`config.mk`:
```
export PLATFORM = sky130hd
export DESIGN_NAME = mack_dtack_gen_flat
export DESIGN_NICKNAME = d
export VERILOG_FILES = /design/src/rtl/mack_dtack_gen_if.sv /design/src/rtl/mack_dtack_gen.sv /design/src/flat_wrapper.sv
export SDC_FILE = /design/constraint.sdc
export NUM_CORES = 1
export LEC_CHECK = 0
export ABC_AREA = 1
export BUFFER_PORTS_ARGS = -buffer_cell sky130_fd_sc_hd__buf_2
export CAP_MARGIN = 40
export CORE_AREA = 3 3 40 42
export CTS_CLUSTER_SIZE = 25
export DETAILED_ROUTE_END_ITERATION = 6
export DIE_AREA = 0 0 43 45
export PLACE_DENSITY = 0.58
export SLEW_MARGIN = 20
export SYNTH_ARGS = -nofsm -noshare
export SYNTH_HDL_FRONTEND = slang
export SYNTH_SLANG_ARGS = --single-unit
```
`constraint.sdc`:
```
create_clock -name CLK -period 1.2 [get_ports CLK]
set_input_delay 0 -clock CLK [delete_from_list [all_inputs] [get_ports CLK]]
set_output_delay 0 -clock CLK [all_outputs]
set_load 0.005 [all_outputs]
```
`src/rtl/mack_dtack_gen_if.sv`:
```
// CPU-side bus signals for the DTACK/BERR generator. The slave modport is the generator.
// All signals are active-low.
interface mack_dtack_gen_if;
  logic AS;
  logic ROMEN;
  logic RAMEN;
  logic DUARTEN;
  logic EXT_DTACK;
  logic DTACK_OUT;
  logic BERR;

  modport master (
    output AS, ROMEN, RAMEN, DUARTEN, EXT_DTACK,
    input  DTACK_OUT, BERR
  );

  modport slave (
    input  AS, ROMEN, RAMEN, DUARTEN, EXT_DTACK,
    output DTACK_OUT, BERR
  );
endinterface

```
`src/rtl/mack_dtack_gen.sv`:
```
// Wait-state DTACK generator for ROM/RAM/DUART, with an optional bus-error timeout.
// The timeout and FAULT state exist only when MACK_BERR_TIMEOUT_EN is defined.
module mack_dtack_gen #(
  parameter int unsigned ROM_WAIT   = 2,
  parameter int unsigned RAM_WAIT   = 0,
  parameter int unsigned DUART_WAIT = 3,
  parameter int unsigned TIMEOUT    = 64
) (
  input  logic              CLK,
  input  logic              RST,
  mack_dtack_gen_if.slave   bus
);

  localparam logic [3:0] ROM_W   = 4'(ROM_WAIT);
  localparam logic [3:0] RAM_W   = 4'(RAM_WAIT);
  localparam logic [3:0] DUART_W = 4'(DUART_WAIT);

  typedef enum logic [1:0] {
    IDLE  = 2'd0,
    WAIT  = 2'd1,
    ACK   = 2'd2
`ifdef MACK_BERR_TIMEOUT_EN
    , FAULT = 2'd3
`endif
  } state_t;

  state_t     r_state;
  state_t     w_next;
  logic [3:0] r_wcnt;
  logic       r_armed;
  logic       r_dtack;
  logic       w_dtack_n;
  logic       w_sel_valid;
  logic [3:0] w_sel_wait;
  logic       w_start;
  logic       w_timeout;

  assign w_sel_valid = ~bus.DUARTEN | ~bus.ROMEN | ~bus.RAMEN;
  assign w_sel_wait  = ~bus.DUARTEN ? DUART_W :
                       ~bus.ROMEN   ? ROM_W   : RAM_W;
  // r_armed records AS seen high while idle, so a cycle still in progress
  // after reset or an ACK is never picked up halfway through.
  assign w_start     = (r_state == IDLE) & ~bus.AS & w_sel_valid & r_armed;

`ifdef MACK_BERR_TIMEOUT_EN
  logic [7:0] r_to;
  logic       r_berr;

  assign w_timeout = ((r_state == IDLE) | (r_state == WAIT)) & ~bus.AS &
                     (r_to == 8'(TIMEOUT));

  always_ff @(posedge CLK) begin
    if (RST) begin
      r_to <= '0;
    end else if (bus.AS | ~bus.EXT_DTACK) begin
      r_to <= '0;
    end else if (r_dtack && r_to != '1) begin
      r_to <= r_to + 8'd1;
    end
  end

  always_ff @(posedge CLK) begin
    if (RST) r_berr <= 1'b1;
    else     r_berr <= (w_next != FAULT);
  end

  assign bus.BERR = r_berr;
`else
  logic w_unused_cfg;

  assign w_timeout    = 1'b0;
  assign w_unused_cfg = (TIMEOUT > 0) ^ bus.EXT_DTACK;
  assign bus.BERR     = 1'b1;
`endif

  always_ff @(posedge CLK) begin
    if (RST) r_state <= IDLE;
    else     r_state <= w_next;
  end

  always_comb begin
    w_next = r_state;
    unique case (r_state)
      IDLE:    if (w_start) w_next = (w_sel_wait != '0) ? WAIT : ACK;
      WAIT:    if (bus.AS) w_next = IDLE;
               else if (r_wcnt == 4'd1) w_next = ACK;
      ACK:     if (bus.AS) w_next = IDLE;
`ifdef MACK_BERR_TIMEOUT_EN
      FAULT:   if (bus.AS) w_next = IDLE;
      default: w_next = IDLE;
    endcase
    if (w_timeout) w_next = FAULT;
`else
      default: w_next = IDLE;
    endcase
`endif
  end

  // DTACK is released on the same edge that sees AS high, so it follows
  // the current state qualified by AS rather than the next state.
  always_comb begin
    w_dtack_n = ~((r_state == ACK) & ~bus.AS);
  end

  always_ff @(posedge CLK) begin
    if (RST) begin
      r_wcnt  <= '0;
      r_armed <= 1'b0;
      r_dtack <= 1'b1;
    end else begin
      r_dtack <= w_dtack_n;
      if (w_start)
        r_wcnt <= w_sel_wait;
      else if (r_state == WAIT && r_wcnt != '0)
        r_wcnt <= r_wcnt - 4'd1;
      if (w_start)
        r_armed <= 1'b0;
      else if (r_state == IDLE && bus.AS)
        r_armed <= 1'b1;
      else if (r_state != IDLE)
        r_armed <= 1'b0;
    end
  end

  assign bus.DTACK_OUT = r_dtack;

endmodule

```
`src/flat_wrapper.sv`:
```
// flat-port wrapper written by rule: the top's interface ports become plain ports
module mack_dtack_gen_flat 
#(
  parameter int unsigned ROM_WAIT   = 2,
  parameter int unsigned RAM_WAIT   = 0,
  parameter int unsigned DUART_WAIT = 3,
  parameter int unsigned TIMEOUT    = 64
)
  (CLK, RST, bus_AS, bus_ROMEN, bus_RAMEN, bus_DUARTEN, bus_EXT_DTACK, bus_DTACK_OUT, bus_BERR);
  mack_dtack_gen_if bus_i ();
  input  logic CLK;
  input  logic RST;
  input wire logic [$bits(bus_i.AS)-1:0] bus_AS;
  input wire logic [$bits(bus_i.ROMEN)-1:0] bus_ROMEN;
  input wire logic [$bits(bus_i.RAMEN)-1:0] bus_RAMEN;
  input wire logic [$bits(bus_i.DUARTEN)-1:0] bus_DUARTEN;
  input wire logic [$bits(bus_i.EXT_DTACK)-1:0] bus_EXT_DTACK;
  output wire logic [$bits(bus_i.DTACK_OUT)-1:0] bus_DTACK_OUT;
  output wire logic [$bits(bus_i.BERR)-1:0] bus_BERR;
  assign bus_i.AS = bus_AS;
  assign bus_i.ROMEN = bus_ROMEN;
  assign bus_i.RAMEN = bus_RAMEN;
  assign bus_i.DUARTEN = bus_DUARTEN;
  assign bus_i.EXT_DTACK = bus_EXT_DTACK;
  assign bus_DTACK_OUT = bus_i.DTACK_OUT;
  assign bus_BERR = bus_i.BERR;
  mack_dtack_gen #(.ROM_WAIT(ROM_WAIT), .RAM_WAIT(RAM_WAIT), .DUART_WAIT(DUART_WAIT), .TIMEOUT(TIMEOUT)) u_core (.CLK(CLK), .RST(RST), .bus(bus_i));
endmodule
```
==> flow_metrics.py, run 1 <==
metrics = {
    "critical_path": {
        "endpoint": "u_core.r_wcnt[0]$_SDFFE_PP0P_",
        "startpoint_type": "register",
        "crit_required_ns": 1.35,
        "reg2reg_from": "u_core.r_wcnt[1]$_SDFFE_PP0P_",
        "criticalPathCategory": "reg2reg",
        "critPathCaptureType": "register",
        "cp_max_fo": 4,
        "reg2reg_to": "u_core.r_wcnt[0]$_SDFFE_PP0P_",
        "crit_arrival_ns": 1.25,
        "reg2reg_setup_slack_ns": 0.10,
        "reg2regPathDepth": 7,
        "crit_start": "u_core.r_wcnt[1]$_SDFFE_PP0P_",
    },
    "floorplanning": {
        "num_rows": 13,
        "placeableCoreArea_um2": 1280,
        "dieArea_um2": 1940,
        "start_util_pct": 35.9,
        "io_pins": 9,
        "die_h_um": 45,
        "die_x_um": 43,
    },
    "finish": {
        "area_delta_synth_final_pct": 18.7,
        "multiInputGateArea_um2": 262,
        "diodes": 0,
        "regArea_um2": 160,
        "layout-drive-gt1-share_pct": 28.0,
        "design_area_um2": 548,
        "fillCellCount": 134,
        "nNetsFinal": 86,
    },
    "yosys": {
        "synth_edf_count": 0,
        "syn-cell-area_um2": 462,
        "synth.area.top_cells": "dfxtp_1, nand2_1, nand3_1",
        "yosys.area.top_type_share_pct": 34.7,
        "synth_ff_type": "dfxtp_1",
        "synthCells": 65,
        "synth.most_common_cell": "nand2_1",
        "yosysUniqueCellTypes": 19,
        "synth.avg_cell_area_um2": 7.10,
        "synth_nets": 74,
        "ys_warn_count": 0,
        "ys_ff_latch": 8,
        "async_flop_share_pct": 0,
        "ys_seq_area_share_pct": 34.7,
        "synth_area_leader_cell": "dfxtp_1",
        "yosys-top-cells-count": "nand2_1, inv_1, dfxtp_1, nand3_1, nor2_1",
    },
    "power_and_ir_drop": {
        "comb_power_share_pct": 17.4,
        "clockPowerShare_pct": 35.1,
        "power.density_nw_per_um2": 1100,
        "p_leak_nw": 0.256,
        "switching_power_mw": 0.167,
        "power.internal_mw": 0.435,
        "peakVddDrop_uv": 466,
        "seqPwrFrac_pct": 47.5,
        "swShare_pct": 27.8,
    },
    "clocking": {
        "clkTransAtPathRegs_ns": 0.05,
        "cts_setup_buffers": 0,
        "cts_buffer_depth": 2,
        "cts-root-buf": "clkbuf_4",
        "clock-sinks": 8,
        "clock_latency_ns": 0.26,
        "tritoncts": "done",
        "cts_buffers": 3,
        "htreeDepth": 1,
    },
    "sta": {
        "rsz0062_at_grt": "false",
        "layout_min_cycle_time_ns": 1.10,
        "drv_slew": 0,
        "timing.final.crit_share_pct": 91.4,
        "skew_ns": 0.00595,
        "hold_violations": 0,
        "final-setup-viol-count": 0,
        "tns_ns": 0,
        "whs_ns": 0.0601,
        "max_freq_mhz": 911,
    },
    "global_route": {
        "grt_start_max_net_pins": 7,
        "grt_overflow": 0,
        "grt_pass1_vias": 399,
        "grt_first_pass_wirelength_um": 1540,
        "antenna_found_initial": 0,
        "grt.total_usage_pct": 11.2,
    },
    "detailed_routing": {
        "wl_per_cell_um": 9.71,
        "drt-pass1-iter-count": 4,
        "drt-vias-per-instance": 4.63,
        "vias": 417,
        "drc": 0,
        "drtIter0Drc": 11,
        "wl_um": 874,
        "drtAntennaViolNets": 0,
    },
    "status": {
        "outcome": "complete, no violations",
    },
    "place": {
        "placed_area_um2": 510,
        "portBuffers": 6,
        "dpl.hpwl_um": 680,
        "gp_congestion": 0.760,
    },
    "worst_hold_path": {
        "worst_hold_path_type": "in2reg",
    },
    "job": {
        "maxCapViolations": 0,
    },
}
-- power groups by stage --
stage / clock network [mW] / logic (mW) / registers [mW]
2_1_floorplan: 0 / 0.0752 / 0.290
3_3_place_gp: 0 / 0.0989 / 0.291
3_5_place_dp: 0 / 0.0986 / 0.292
4_1_cts: 0.219 / 0.102 / 0.286
5_1_grt: 0.232 / 0.121 / 0.287
6_report: 0.211 / 0.105 / 0.286
-- flip-flops by register name (all words and copies together), names as in the netlist --
name and flops:
u_core.r_armed 1, u_core.r_wcnt 4, u_core.r_state 2, u_core.bus.DTACK_OUT 1
-- metrics by stage --
step / setup slack, ns / total power, mW / utilization (%) / std cells
after floorplan: 0.108 / 0.365 / - / 65
after detailed placement: 0.0550 / 0.390 / 39.7 / 86
final: 0.103 / 0.602 / 42.6 / 90
after CTS: 0.0442 / 0.607 / 42.3 / 90
after global placement: 0.0463 / 0.390 / 39.7 / 86
after global routing: 0.0154 / 0.640 / 42.6 / 90
-- per-layer routing --
layer | vias up | part of all wire, % | track usage [%]
li1 | 226 | - | -
met1 | 180 | 44 | 11.4
met2 | 7 | 51 | 18.9
met3 | 4 | 3.3 | 3.59
met4 | 0 | 1.9 | 9.04
met5 | - | 0 | 0
-- area by class of cell --
class,instances,area share [%]
Multi-Input combinational cell,46,47.7
Tap cell,15,3.42
Clock buffer,3,4.11
Timing Repair Buffer,8,8.68
Inverter,10,6.85
Sequential cell,8,29.2
-- how the worst min path moves through the flow --
stage / from / to / slack [ns] / depth (start not counted)
after floorplan: RST / u_core.r_state[0]$_SDFFE_PP0P_ / 0.07 / 1
after global placement: RST / u_core.r_state[0]$_SDFFE_PP0P_ / 0.19 / 2
after detailed placement: RST / u_core.r_state[0]$_SDFFE_PP0P_ / 0.19 / 2
after CTS: bus_DUARTEN / u_core.r_wcnt[0]$_SDFFE_PP0P_ / 0.06 / 4
after global routing: bus_DUARTEN / u_core.r_wcnt[0]$_SDFFE_PP0P_ / 0.07 / 4
final: bus_AS / u_core.bus.DTACK_OUT$_SDFF_PP1_ / 0.06 / 3
-- logic make-up (layout without fill, tap and decap cells) --
logic type	count (synthesis)	after routing	synth area share [%]
compound gates	6	6	8.67
xor+xnor	2	2	3.79
fa+ha+maj	2	2	5.42
buf+inv	11	21	9.76
flops	8	8	34.7
other cells	1	1	0.812
simple gates	35	35	36.9
-- critical path: stages (launching register included) --
cell	delay, ns
dfxtp_1	0.33
inv_1	0.07
ha_2	0.18
nand2_2	0.08
nand2_1	0.08
xor2_1	0.15
nand2_1	0.06
nand2_1	0.04
-- layout by cell type (no fill, tap or decap), drive strengths merged --
cell type / n
a211oi: 1
inv: 10
conb: 1
nor2: 9
clkbuf: 3
o21ai: 1
a21oi: 4
dfxtp: 8
nand3: 9
nand2: 15
nand4: 2
xor2: 2
ha: 2
dlygate4sd3: 1
buf: 7
-- what timing repair did --
action,4_1_cts,5_1_grt
endpoints found under the hold margin,1,0
endpoints found under the setup margin,0,3
gates resized for setup,0,2
hold buffers,1,0
No activity file was read; power rests on OpenSTA's default activity.
==> run 2: changes to the inputs <==
--- a/config.mk
+++ b/config.mk
@@ -5,14 +5,13 @@
 export SDC_FILE = /design/constraint.sdc
 export NUM_CORES = 1
 export LEC_CHECK = 0
-export ABC_AREA = 1
 export BUFFER_PORTS_ARGS = -buffer_cell sky130_fd_sc_hd__buf_2
 export CAP_MARGIN = 40
 export CORE_AREA = 3 3 40 42
 export CTS_CLUSTER_SIZE = 25
 export DETAILED_ROUTE_END_ITERATION = 6
 export DIE_AREA = 0 0 43 45
-export PLACE_DENSITY = 0.58
+export PLACE_DENSITY = 0.59
 export SLEW_MARGIN = 20
 export SYNTH_ARGS = -nofsm -noshare
 export SYNTH_HDL_FRONTEND = slang
==> flow_metrics.py, run 2 <==
metrics = {
    "sta": {
        "drv_slew": 0,
        "final-setup-viol-count": 5,
        "timing.final.crit_share_pct": 124,
        "max_freq_mhz": 672,
        "whs_ns": 0.0185,
        "fin_ws_ns": -0.287,
        "hold_violations": 0,
        "rsz0062_at_grt": "true",
        "layout_min_cycle_time_ns": 1.49,
        "skew_ns": 0.00205,
    },
    "detailed_routing": {
        "drt-vias-per-instance": 5.50,
        "wl_per_cell_um": 14.3,
        "drtIter0Drc": 10,
        "drc": 0,
        "vias": 473,
        "drt-pass1-iter-count": 4,
        "wl_um": 1230,
        "drtAntennaViolNets": 0,
    },
    "critical_path": {
        "reg2regPathDepth": 5,
        "crit_arrival_ns": 1.66,
        "reg2reg_from": "u_core.r_wcnt[1]$_SDFFE_PP0P_",
        "criticalPathCategory": "reg2reg",
        "crit_start": "u_core.r_wcnt[1]$_SDFFE_PP0P_",
        "cp_max_fo": 6,
        "startpoint_type": "register",
        "critPathCaptureType": "register",
        "crit_required_ns": 1.37,
    },
    "yosys": {
        "ys_ff_latch": 8,
        "yosys-top-cells-count": "dfxtp_1, inv_1, nand2_1, o21ai_0",
        "synth_edf_count": 0,
        "synth.area.top_cells": "dfxtp_1, ha_1, inv_1",
        "synth_ff_type": "dfxtp_1",
        "synth.avg_cell_area_um2": 8.81,
        "yosysUniqueCellTypes": 31,
        "yosys.area.top_type_share_pct": 34.3,
        "async_flop_share_pct": 0,
        "synth_area_leader_cell": "dfxtp_1",
        "syn-cell-area_um2": 467,
        "ys_seq_area_share_pct": 34.3,
        "ys_warn_count": 0,
        "synth_nets": 62,
        "synth.most_common_cell": "dfxtp_1",
        "synthCells": 53,
    },
    "clocking": {
        "clkTransAtPathRegs_ns": 0.06,
        "tritoncts": "done",
        "clock-sinks": 8,
        "cts-root-buf": "clkbuf_4",
        "cts_buffers": 3,
        "clock_latency_ns": 0.26,
        "cts_buffer_depth": 2,
        "htreeDepth": 1,
    },
    "finish": {
        "area_delta_synth_final_pct": 49.1,
        "multiInputGateArea_um2": 345,
        "regArea_um2": 166,
        "final_cells": 86,
        "final_common_cell": "buf_4",
        "design_area_um2": 696,
        "utilization_pct": 54.1,
        "reg_top3": "u_core.r_wcnt: 4 flops, u_core.r_state: 2 flops",
        "layout-drive-gt1-share_pct": 60.6,
        "largest-register": "u_core.r_wcnt",
        "final_cell_mix": "buf_4, buf_2, dfxtp_2",
        "largest_reg_flops": 4,
        "fillCellCount": 125,
        "diodes": 0,
        "nNetsFinal": 82,
    },
    "floorplanning": {
        "die_x_um": 43,
        "placeableCoreArea_um2": 1280,
        "die_h_um": 45,
        "num_rows": 13,
        "io_pins": 9,
        "start_util_pct": 36.3,
        "dieArea_um2": 1940,
    },
    "place": {
        "place_inst": 82,
        "placed_area_um2": 604,
        "dpl.hpwl_um": 802,
        "gp_congestion": 0.750,
        "portBuffers": 6,
        "place_ws_ns": -0.310,
    },
    "global_route": {
        "grt_overflow": 0,
        "grt.total_usage_pct": 13.6,
        "grt_pass1_vias": 456,
        "grt_first_pass_wirelength_um": 1920,
        "grt_start_max_net_pins": 9,
        "antenna_found_initial": 0,
    },
    "worst_hold_path": {
        "hp-start": "bus_AS",
        "hold_depth": 2,
        "worst_hold_path_type": "in2reg",
    },
    "status": {
        "violations": "setup timing",
        "outcome": "finished with violations",
    },
    "job": {
        "maxCapViolations": 0,
    },
    "power_and_ir_drop": {
        "p_leak_nw": 0.266,
        "peakVddDrop_uv": 633,
        "power.density_nw_per_um2": 1030,
    },
}
## run 2: changes by cell type in the layout (fill, tap and decap cells not counted), sizes merged, moves of 3 or more
cell,change
buf,+9
nand2,-12
a221oi,+3
nor2,-7
nand3,-8
inv,-4
## run 2: cell type report
| type | instances | area share [%] |
|---|---|---|
| clock buffers | 3 | 3.24 |
| inverters | 6 | 3.24 |
| multi-input cells | 37 | 49.6 |
| flip-flops and latches | 8 | 23.9 |
| well taps | 15 | 2.70 |
| repair buffers | 17 | 17.3 |
## run 2: per-layer routing
metal / vias to the layer above / GRT usage, % / part of all wire [%]
li1: 236 / - / -
met1: 221 / 14.7 / 44
met2: 14 / 23.4 / 51
met3: 2 / 2.39 / 3.7
met4: 0 / 10.8 / 1.1
met5: - / 0 / 0
## run 2: stage by stage
stage	setup TNS (ns)	total power, mW
floorplan	-0.791	0.399
detailed placement	-1.11	0.461
finish	-0.950	0.720
CTS	-0.946	0.705
global placement	-1.03	0.458
global route	-1.13	0.750
## run 2: cells by family after synthesis
kind of cell,share of synthesized area (%)
other,0.804
flip-flops,34.3
buffers and inverters,7.51
AND/OR/NAND/NOR,23.1
adder cells (fa/ha/maj),5.36
AO/OA/AOI/OAI,29.0
## run 2: path summary, 6_finish.rpt
path / end / slack [ns]
hold / removal: u_core.r_state[1]$_SDFFE_PP0P_ / 0.02
setup / recovery: u_core.r_wcnt[1]$_SDFFE_PP0P_ / -0.29
hold reg to reg: u_core.r_state[1]$_SDFFE_PP0P_ / 0.53
setup reg to reg: u_core.r_wcnt[1]$_SDFFE_PP0P_ / -0.29
## run 2: what timing repair did
action | 4_1_cts | 5_1_grt
buffers inserted | 1 | 0
endpoints found under the setup margin | 7 | 7
pin swaps | 4 | 5
hold buffers | 1 | 0
hold endpoints to repair | 1 | 0
gates resized for setup | 9 | 8
## run 2: critical path, stage by stage, from the launching register on
cell and delay [ns]:
dfxtp_2 0.32, inv_2 0.07, ha_4 0.13, or3b_4 0.41, a32o_1 0.25, a221oi_2 0.22
## run 2: where the power goes
group	internal (mW)	switching, mW
clock network	0.115	0.102
logic	0.102	0.102
registers	0.283	0.0146
total	0.501	0.219
